<file path="src/rtl/core_seq_ctrl.sv">
// core_seq_ctrl: multi-cycle RV32I sequencer.
// Steps each instruction through FETCH, DECODE, EXEC, (MEM), WB.
// One shared memory port is used for both fetch and load/store traffic.
// Datapath enables are decoded from the state register (Moore outputs).
// IRWrite and DataWrite are also qualified by mem_ready.
// An illegal opcode or a memory timeout parks the core in HALT.
module core_seq_ctrl #(
   parameter int TIMEOUT = 16,   // max cycles a request may wait for ready (>= 2)
   parameter int RCW     = 32    // retired-instruction counter width
) (
   input  logic           clk,
   input  logic           reset,       // asynchronous, active-low
   input  logic [6:0]     Op,
   input  logic           mem_ready,
   output logic           mem_req,
   output logic           mem_we,
   output logic           mem_sel,
   output logic           IRWrite,
   output logic           DataWrite,
   output logic           PCWrite,
   output logic           RegWrite,
   output logic [2:0]     state,
   output logic           halted,
   output logic           illegal,
   output logic           bus_err,
   output logic [RCW-1:0] retire_cnt
);

   // Wait counter is wide enough to hold TIMEOUT-1 with a spare bit.
   localparam int WCW = $clog2(TIMEOUT) + 1;
   localparam logic [WCW-1:0] WAIT_LIMIT = WCW'(TIMEOUT - 1);

   typedef enum logic [2:0] {
      S_BOOT   = 3'd0,
      S_FETCH  = 3'd1,
      S_DECODE = 3'd2,
      S_EXEC   = 3'd3,
      S_MEM    = 3'd4,
      S_WB     = 3'd5,
      S_HALT   = 3'd6
   } state_t;

   // Instruction classes; the encoding doubles as the index into OPC_TABLE.
   typedef enum logic [3:0] {
      C_LOAD   = 4'd0,
      C_STORE  = 4'd1,
      C_ALU_R  = 4'd2,
      C_ALU_I  = 4'd3,
      C_BRANCH = 4'd4,
      C_JAL    = 4'd5,
      C_JALR   = 4'd6,
      C_LUI    = 4'd7,
      C_AUIPC  = 4'd8
   } class_t;

   localparam int NUM_CLASSES = 9;

   // Opcode table, entry k (bits 7k+6:7k) belongs to class encoding k.
   localparam logic [NUM_CLASSES*7-1:0] OPC_TABLE = {
      7'b0010111,   // AUIPC
      7'b0110111,   // LUI
      7'b1100111,   // JALR
      7'b1101111,   // JAL
      7'b1100011,   // BRANCH
      7'b0010011,   // ALU_I
      7'b0110011,   // ALU_R
      7'b0100011,   // STORE
      7'b0000011    // LOAD
   };

   state_t           state_reg;
   class_t           class_reg;
   logic [WCW-1:0]   wait_cnt_reg;
   logic             illegal_reg;
   logic             bus_err_reg;
   logic [RCW-1:0]   retire_cnt_reg;

   logic [NUM_CLASSES-1:0] op_hit;
   logic                   op_legal;
   class_t                 op_class;
   logic                   wait_expired;
   logic                   class_is_mem;

   // One comparator per supported opcode.
   generate
      for (genvar gi = 0; gi < NUM_CLASSES; gi++) begin : g_opc
         assign op_hit[gi] = (Op == OPC_TABLE[gi*7 +: 7]);
      end
   endgenerate

   // Fold the one-hot opcode match into a class code; no hit means illegal.
   always_comb begin
      op_legal = |op_hit;
      op_class = C_ALU_R;
      for (int i = 0; i < NUM_CLASSES; i++) begin
         if (op_hit[i]) begin
            op_class = class_t'(4'(i));
         end
      end
   end

   // A request has waited its last allowed cycle without ready.
   assign wait_expired = (wait_cnt_reg == WAIT_LIMIT) && !mem_ready;
   assign class_is_mem = (class_reg == C_LOAD) || (class_reg == C_STORE);

   // Sequencer: state, instruction class, wait counter, sticky causes, retire count.
   always_ff @(posedge clk or negedge reset) begin
      if (!reset) begin
         state_reg      <= S_BOOT;
         class_reg      <= C_ALU_R;
         wait_cnt_reg   <= '0;
         illegal_reg    <= 1'b0;
         bus_err_reg    <= 1'b0;
         retire_cnt_reg <= '0;
      end else begin
         case (state_reg)
            S_BOOT: begin
               state_reg    <= S_FETCH;
               wait_cnt_reg <= '0;
            end
            S_FETCH: begin
               if (mem_ready) begin
                  state_reg <= S_DECODE;
               end else if (wait_expired) begin
                  state_reg   <= S_HALT;
                  bus_err_reg <= 1'b1;
               end else begin
                  wait_cnt_reg <= wait_cnt_reg + WCW'(1);
               end
            end
            S_DECODE: begin
               // Op is only looked at here; it may change freely elsewhere.
               if (op_legal) begin
                  class_reg <= op_class;
                  state_reg <= S_EXEC;
               end else begin
                  state_reg   <= S_HALT;
                  illegal_reg <= 1'b1;
               end
            end
            S_EXEC: begin
               if (class_is_mem) begin
                  state_reg    <= S_MEM;
                  wait_cnt_reg <= '0;
               end else begin
                  state_reg <= S_WB;
               end
            end
            S_MEM: begin
               if (mem_ready) begin
                  state_reg <= S_WB;
               end else if (wait_expired) begin
                  state_reg   <= S_HALT;
                  bus_err_reg <= 1'b1;
               end else begin
                  wait_cnt_reg <= wait_cnt_reg + WCW'(1);
               end
            end
            S_WB: begin
               retire_cnt_reg <= retire_cnt_reg + RCW'(1);
               state_reg      <= S_FETCH;
               wait_cnt_reg   <= '0;
            end
            S_HALT: begin
               state_reg <= S_HALT;
            end
            default: begin
               // Unused encoding: treat as corrupted control, stop the core.
               state_reg   <= S_HALT;
               illegal_reg <= 1'b1;
            end
         endcase
      end
   end

   // Moore decode of the datapath controls from the state register.
   always_comb begin
      mem_req   = 1'b0;
      mem_we    = 1'b0;
      mem_sel   = 1'b0;
      IRWrite   = 1'b0;
      DataWrite = 1'b0;
      PCWrite   = 1'b0;
      RegWrite  = 1'b0;
      halted    = 1'b0;
      case (state_reg)
         S_FETCH: begin
            mem_req = 1'b1;
            IRWrite = mem_ready;
         end
         S_MEM: begin
            mem_req   = 1'b1;
            mem_sel   = 1'b1;
            mem_we    = (class_reg == C_STORE);
            DataWrite = (class_reg == C_LOAD) && mem_ready;
         end
         S_WB: begin
            PCWrite  = 1'b1;
            RegWrite = (class_reg != C_STORE) && (class_reg != C_BRANCH);
         end
         S_HALT: begin
            halted = 1'b1;
         end
         default: begin
         end
      endcase
   end

   assign state      = state_reg;
   assign illegal    = illegal_reg;
   assign bus_err    = bus_err_reg;
   assign retire_cnt = retire_cnt_reg;

endmodule
</file>
<file path="config.mk">
export PLATFORM = sky130hd
export DESIGN_NAME = core_seq_ctrl
export DESIGN_NICKNAME = d
export VERILOG_FILES = /design/src/rtl/core_seq_ctrl.sv
export SDC_FILE = /design/constraint.sdc
export NUM_CORES = 1
export LEC_CHECK = 0
export CAP_MARGIN = 20
export CELL_PAD_IN_SITES_DETAIL_PLACEMENT = 1
export CELL_PAD_IN_SITES_GLOBAL_PLACEMENT = 1
export CORE_MARGIN = 2
export CORE_UTILIZATION = 35
export CTS_CLUSTER_DIAMETER = 50
export DETAILED_ROUTE_END_ITERATION = 8
export GPL_ROUTABILITY_DRIVEN = 0
export GPL_TIMING_DRIVEN = 0
export HOLD_SLACK_MARGIN = 0.02
export PLACE_DENSITY = 0.82
export SLEW_MARGIN = 20
export SYNTH_ARGS = -nofsm -noshare
export SYNTH_HDL_FRONTEND = slang
export SYNTH_SLANG_ARGS = --single-unit
</file>
<file path="constraint.sdc">
create_clock -name clk -period 4.5 [get_ports clk]
set_input_delay 0.9 -clock clk [delete_from_list [all_inputs] [get_ports clk]]
set_output_delay 0.9 -clock clk [all_outputs]
set_load 0.05 [all_outputs]
</file>
; Word-level counts from Yosys, hierarchy flattened
; Index checks and enable logic that the tools add are counted.
[classes]
add_sub_neg = 2
eq_ne = 23
n_mux = 29
bitwise = 2
n_reduce_logical = 16
[op_table]
columns = op, count
row1 = "adder 32 x 1 -> 32 bit, second input constant", 1
row2 = 2-to-1 mux 4 bit, 7
row3 = "== test 7 x 6 -> 1 bit, second input constant", 3
row4 = "== test 7 bit, second input constant", 3
row5 = 2-to-1 mux 5 bit, 3
row6 = one-hot mux 3 bit (5 select lines), 1
row7 = one-hot mux 5 bit (3 select lines), 1
row8 = "== test 7 x 5 -> 1 bit, second input constant", 2
row9 = 2-to-1 mux 3 bit, 4
row10 = 2-to-1 mux 1 bit, 10
row11 = "== test 3 bit, second input constant", 3
row12 = OR reduction 9 bit, 1
row13 = "!= test 2 bit, second input constant", 4
row14 = "== test 7 x 2 -> 1 bit, second input constant", 1
row15 = "== test 3 x 2 -> 1 bit, second input constant", 2
row16 = OR reduction 6 bit, 1
row17 = "adder 5 x 1 -> 5 bit, second input constant", 1
row18 = "== test 5 x 4 -> 1 bit, second input constant", 1
row19 = "== test 4 x 1 -> 1 bit, second input constant", 1
row20 = zero test 4 bit, 1
row21 = 2-to-1 mux 2 bit, 2
row22 = "!= test 4 x 1 -> 1 bit, second input constant", 1
row23 = "!= test 4 x 3 -> 1 bit, second input constant", 1
row24 = AND reduction 2 bit, 2
row25 = other kinds (11), 15
[word_totals]
reg_bits = 46
inputBits = 10
output_inout_bits = 45
wordCells = 78

; Logic depth before layout (Yosys ltp)
[depth]
ltp_word = 10
mapped_depth = 7
depth_no_buf = 7

; Worst setup path before layout
; Ideal clock, no wire load.
[synth_timing]
kind = register to output
startpoint = reg state_reg[2] (netlist: state[2])
endpoint = out DataWrite
arrival_ps = 2909
required_time_ps = 3600
path_slack_ps = 691
stages_incl_launch_ff = 4
n_path_buf = 1
path_cell_list = dfrtp_1 buf_4 nor3b_1 and4b_1
[synth_between]
elab_chain_cells = 2
[synth_rtl]
columns = element, line_no
row1 = start: declaration, 71  ; state_t state_reg;
row2 = start signal: assignment, 109  ; state_reg <= S_BOOT;
row3 = start signal: assignment, 118  ; state_reg <= S_FETCH;
row4 = start signal: assignment, 123  ; state_reg <= S_DECODE;
row5 = == test 3 bit, 186  ; case (state_reg)
row6 = 2-to-1 mux 1 bit, 186
row7 = end: declaration, 19  ; output logic DataWrite,
; No other way between the ends.

; Worst setup path in the final report
[layout_timing]
startpoint = in mem_ready
endpoint = out IRWrite
[layout_between]
elab_chain_cells = 1
[layout_rtl]
columns = element, line_no
row1 = start: declaration, 14  ; input logic mem_ready,
row2 = 2-to-1 mux 1 bit, 186
row3 = end: declaration, 18  ; output logic IRWrite,
; No other way between the ends.

==> impl_metrics.py <==
metrics = {
    "route": {
        "drt_iter0_markers": 43,
        "drc": 0,
        "totalWireLength_um": 5695,
        "vias": 1974,
        "dr.pass1.iters": 4,
        "vias_per_cell": 5.075,
        "wire_per_inst_um": 14.64,
        "ant_nets": 0,
    },
    "cts": {
        "cts_resized": 0,
        "cts.sinks": 46,
        "numCtsBuffers": 5,
        "cts_tree": "built",
        "cts_root_buf": "clkbuf_8",
        "clk_latency_ns": 0.29,
        "clkTransAtPathRegs_ns": 0.08,
        "htreeDepth": 2,
        "cts-hold-fix-buffers": 0,
        "clock_path_buffers": 2,
        "post-cts-setup-buffers": 0,
    },
    "yosys": {
        "synth_nets": 244,
        "ys.flop_type": "dfrtp_1",
        "yosysUniqueCellTypes": 51,
        "syn-instance-count": 231,
        "synth-seq-area-share": 0.4644,
        "muxShareOfSynthArea": 0.02874,
        "yosys_warnings": 0,
        "synth_top_family_by_area": "simple AND/OR/NAND/NOR gates",
        "async_flop_share": 1.000,
        "synthTopCellsByArea": "dfrtp_1, xnor2_1, nand4_1, mux2_4, and3_1",
        "synth_xor_area_frac": 0.1200,
        "synth_edf_count": 0,
        "yosysTopAreaCell": "dfrtp_1",
        "ys_seq_elements": 46,
        "netlist.area_leader.share": 0.4539,
        "synthAdderAreaFrac": 0.01513,
        "synth_simple_gate_area_frac": 0.2481,
        "synth_compound_area_frac": 0.09632,
        "syn_area_per_cell_um2": 10.74,
        "netlist_area_mm2": 0.002481,
    },
    "power": {
        "total_power_mw": 1.554,
        "ir_drop_v": 0.0002155,
        "p_leak_nw": 1.346,
        "p_per_area_mw_per_mm2": 476.5,
    },
    "place": {
        "numPlacedInstances": 381,
        "portBuffers": 53,
        "dp_slack_ns": 0.9074,
        "hpwl_um": 4367,
    },
    "finish": {
        "largest_register_ffs": 32,
        "final_cells": 389,
        "areaGrowthSynthToFinish_pct": 31.42,
        "postLayoutCoreUtil": 0.4773,
        "drive_above_1_share": 0.1058,
        "antenna_cells": 0,
        "finalNetCount": 305,
        "fillers": 773,
    },
    "worst_hold_path": {
        "hold_class": "flop to flop",
    },
    "floorplan": {
        "core-area_mm2": 0.006832,
        "io_pins": 55,
        "rows": 30,
        "die-area_mm2": 0.007778,
        "die_width_um": 88.20,
        "die_h_um": 88.20,
        "start_util": 0.3632,
    },
    "run": {
        "cap_violations": 0,
    },
    "sta": {
        "setup_viol": 0,
        "period_share": 0.7897,
        "timing.final.ws_setup_ns": 0.9462,
        "fmax_mhz": 281.4,
        "clock_skew_ns": 0.006137,
        "fin_crit_ns": 3.554,
        "worst_pin_slew_ns": 0.7168,
        "setup_tns_ns": 0,
        "rsz0062_at_grt": "false",
        "finalMaxSlewViolations": 0,
        "hold_viol": 0,
        "relSlewSlack": 0.5221,
    },
    "critical_path": {
        "cpLargestDelayFamily": "buffers and inverters",
        "required_ns": 3.60,
        "path_buf_inv": 2,
        "crit_top_cell": "clkdlybuf4s50_1",
        "slowest_stage": "clkdlybuf4s50_1",
        "crit_chain": "clkdlybuf4s50_1 -> nor3b_1 -> clkdlybuf4s50_1",
        "cp_slowest_stage_delay_ns": 0.84,
        "arrival_ns": 2.65,
        "cp_max_fo": 8,
        "worst_setup_path_start_kind": "primary input",
        "path_class": "primary input to output pin",
        "endpoint_kind": "output pin",
    },
    "global_routing": {
        "grt.overflow.total": 0,
        "grt_pass1_vias": 2040,
        "grt_max_degree": 30,
        "grt.total_usage": 0.1583,
        "grt_first_pass_wirelength_um": 9687,
        "antenna_found_initial": 0,
    },
    "outcome": {
        "status": "finished clean",
    },
}
==> layer usage <==
metal	vias to the layer above	track usage	wire [µm]
met5	-	0	0
met1	971	0.1975	2606
met4	0	0.03994	54
met3	6	0.03205	180
met2	39	0.2796	2854
li1	958	-	-
==> through the flow <==
step	instance area (µm²)	hold WS, ns
after floorplan	2481	0.4742
after global placement	3132	0.4578
after detailed placement	3154	0.4740
after CTS	3261	0.4858
after global routing	3261	0.5074
final	3261	0.4762
==> cell type report <==
class	instances	area [µm²]	area share
Buffer	8	41.29	0.01266
Clock buffer	7	76.32	0.02341
Clock inverter	1	30.03	0.009210
Inverter	7	26.28	0.008058
Multi-Input combinational cell	170	1261	0.3868
Sequential cell	46	1152	0.3534
Tap cell	96	120.1	0.03684
Timing Repair Buffer	54	553.0	0.1696
==> final timing paths <==
path,end,startpoint,slack [ns],cells past startpoint
min in group asynchronous,retire_cnt[10],reset,0.66,1
setup reg to reg,wait_cnt_reg[3],wait_cnt_reg[0],2.51,7
hold / removal,retire_cnt[31],retire_cnt[31],0.48,1
setup / recovery,IRWrite,mem_ready,0.95,3
max in group asynchronous,retire_cnt[26],reset,3.32,2
hold reg to reg,retire_cnt[31],retire_cnt[31],0.48,1
==> cells in the mapped netlist (2+ instances only) <==
cell type	instances
a21oi_1	3
and2_1	6
and3_1	9
and4_1	4
buf_2	3
buf_4	2
clkbuf_1	2
dfrtp_1	45
ha_1	3
inv_1	7
mux2_4	4
nand2_1	14
nand2b_1	3
nand3_1	10
nand4_1	17
nor2_1	8
nor2b_1	6
nor3_1	6
nor3b_1	3
nor4_1	4
o211ai_1	3
o21ai_0	7
o31ai_1	2
xnor2_1	29
xor2_1	5
==> logic make-up after synthesis <==
| logic type | Yosys count |
|---|---|
| fa+ha+maj | 3 |
| buf+inv | 15 |
| simple gates | 102 |
| xor+xnor | 34 |
| mux | 5 |
| flops | 46 |
| compound gates | 26 |
==> layout by cell type, fill, tap and decap left out, types with 7 or more instances in the layout <==
cell	netlist	final
clkdlybuf4s50_1	0	52
dfrtp_1	45	45
xnor2_1	29	29
nand4_1	17	17
nand2_1	14	14
nand3_1	10	10
and3_1	9	9
nor2_1	8	8
inv_1	7	7
o21ai_0	7	7
==> power by group <==
| part | internal, mW | leakage, nW | switching, mW |
|---|---|---|---|
| sequential | 0.467 | 0.613 | 0.0536 |
| combinational | 0.257 | 0.681 | 0.475 |
| clock | 0.166 | 0.0524 | 0.134 |
No activity file was read; power rests on OpenSTA's default activity.
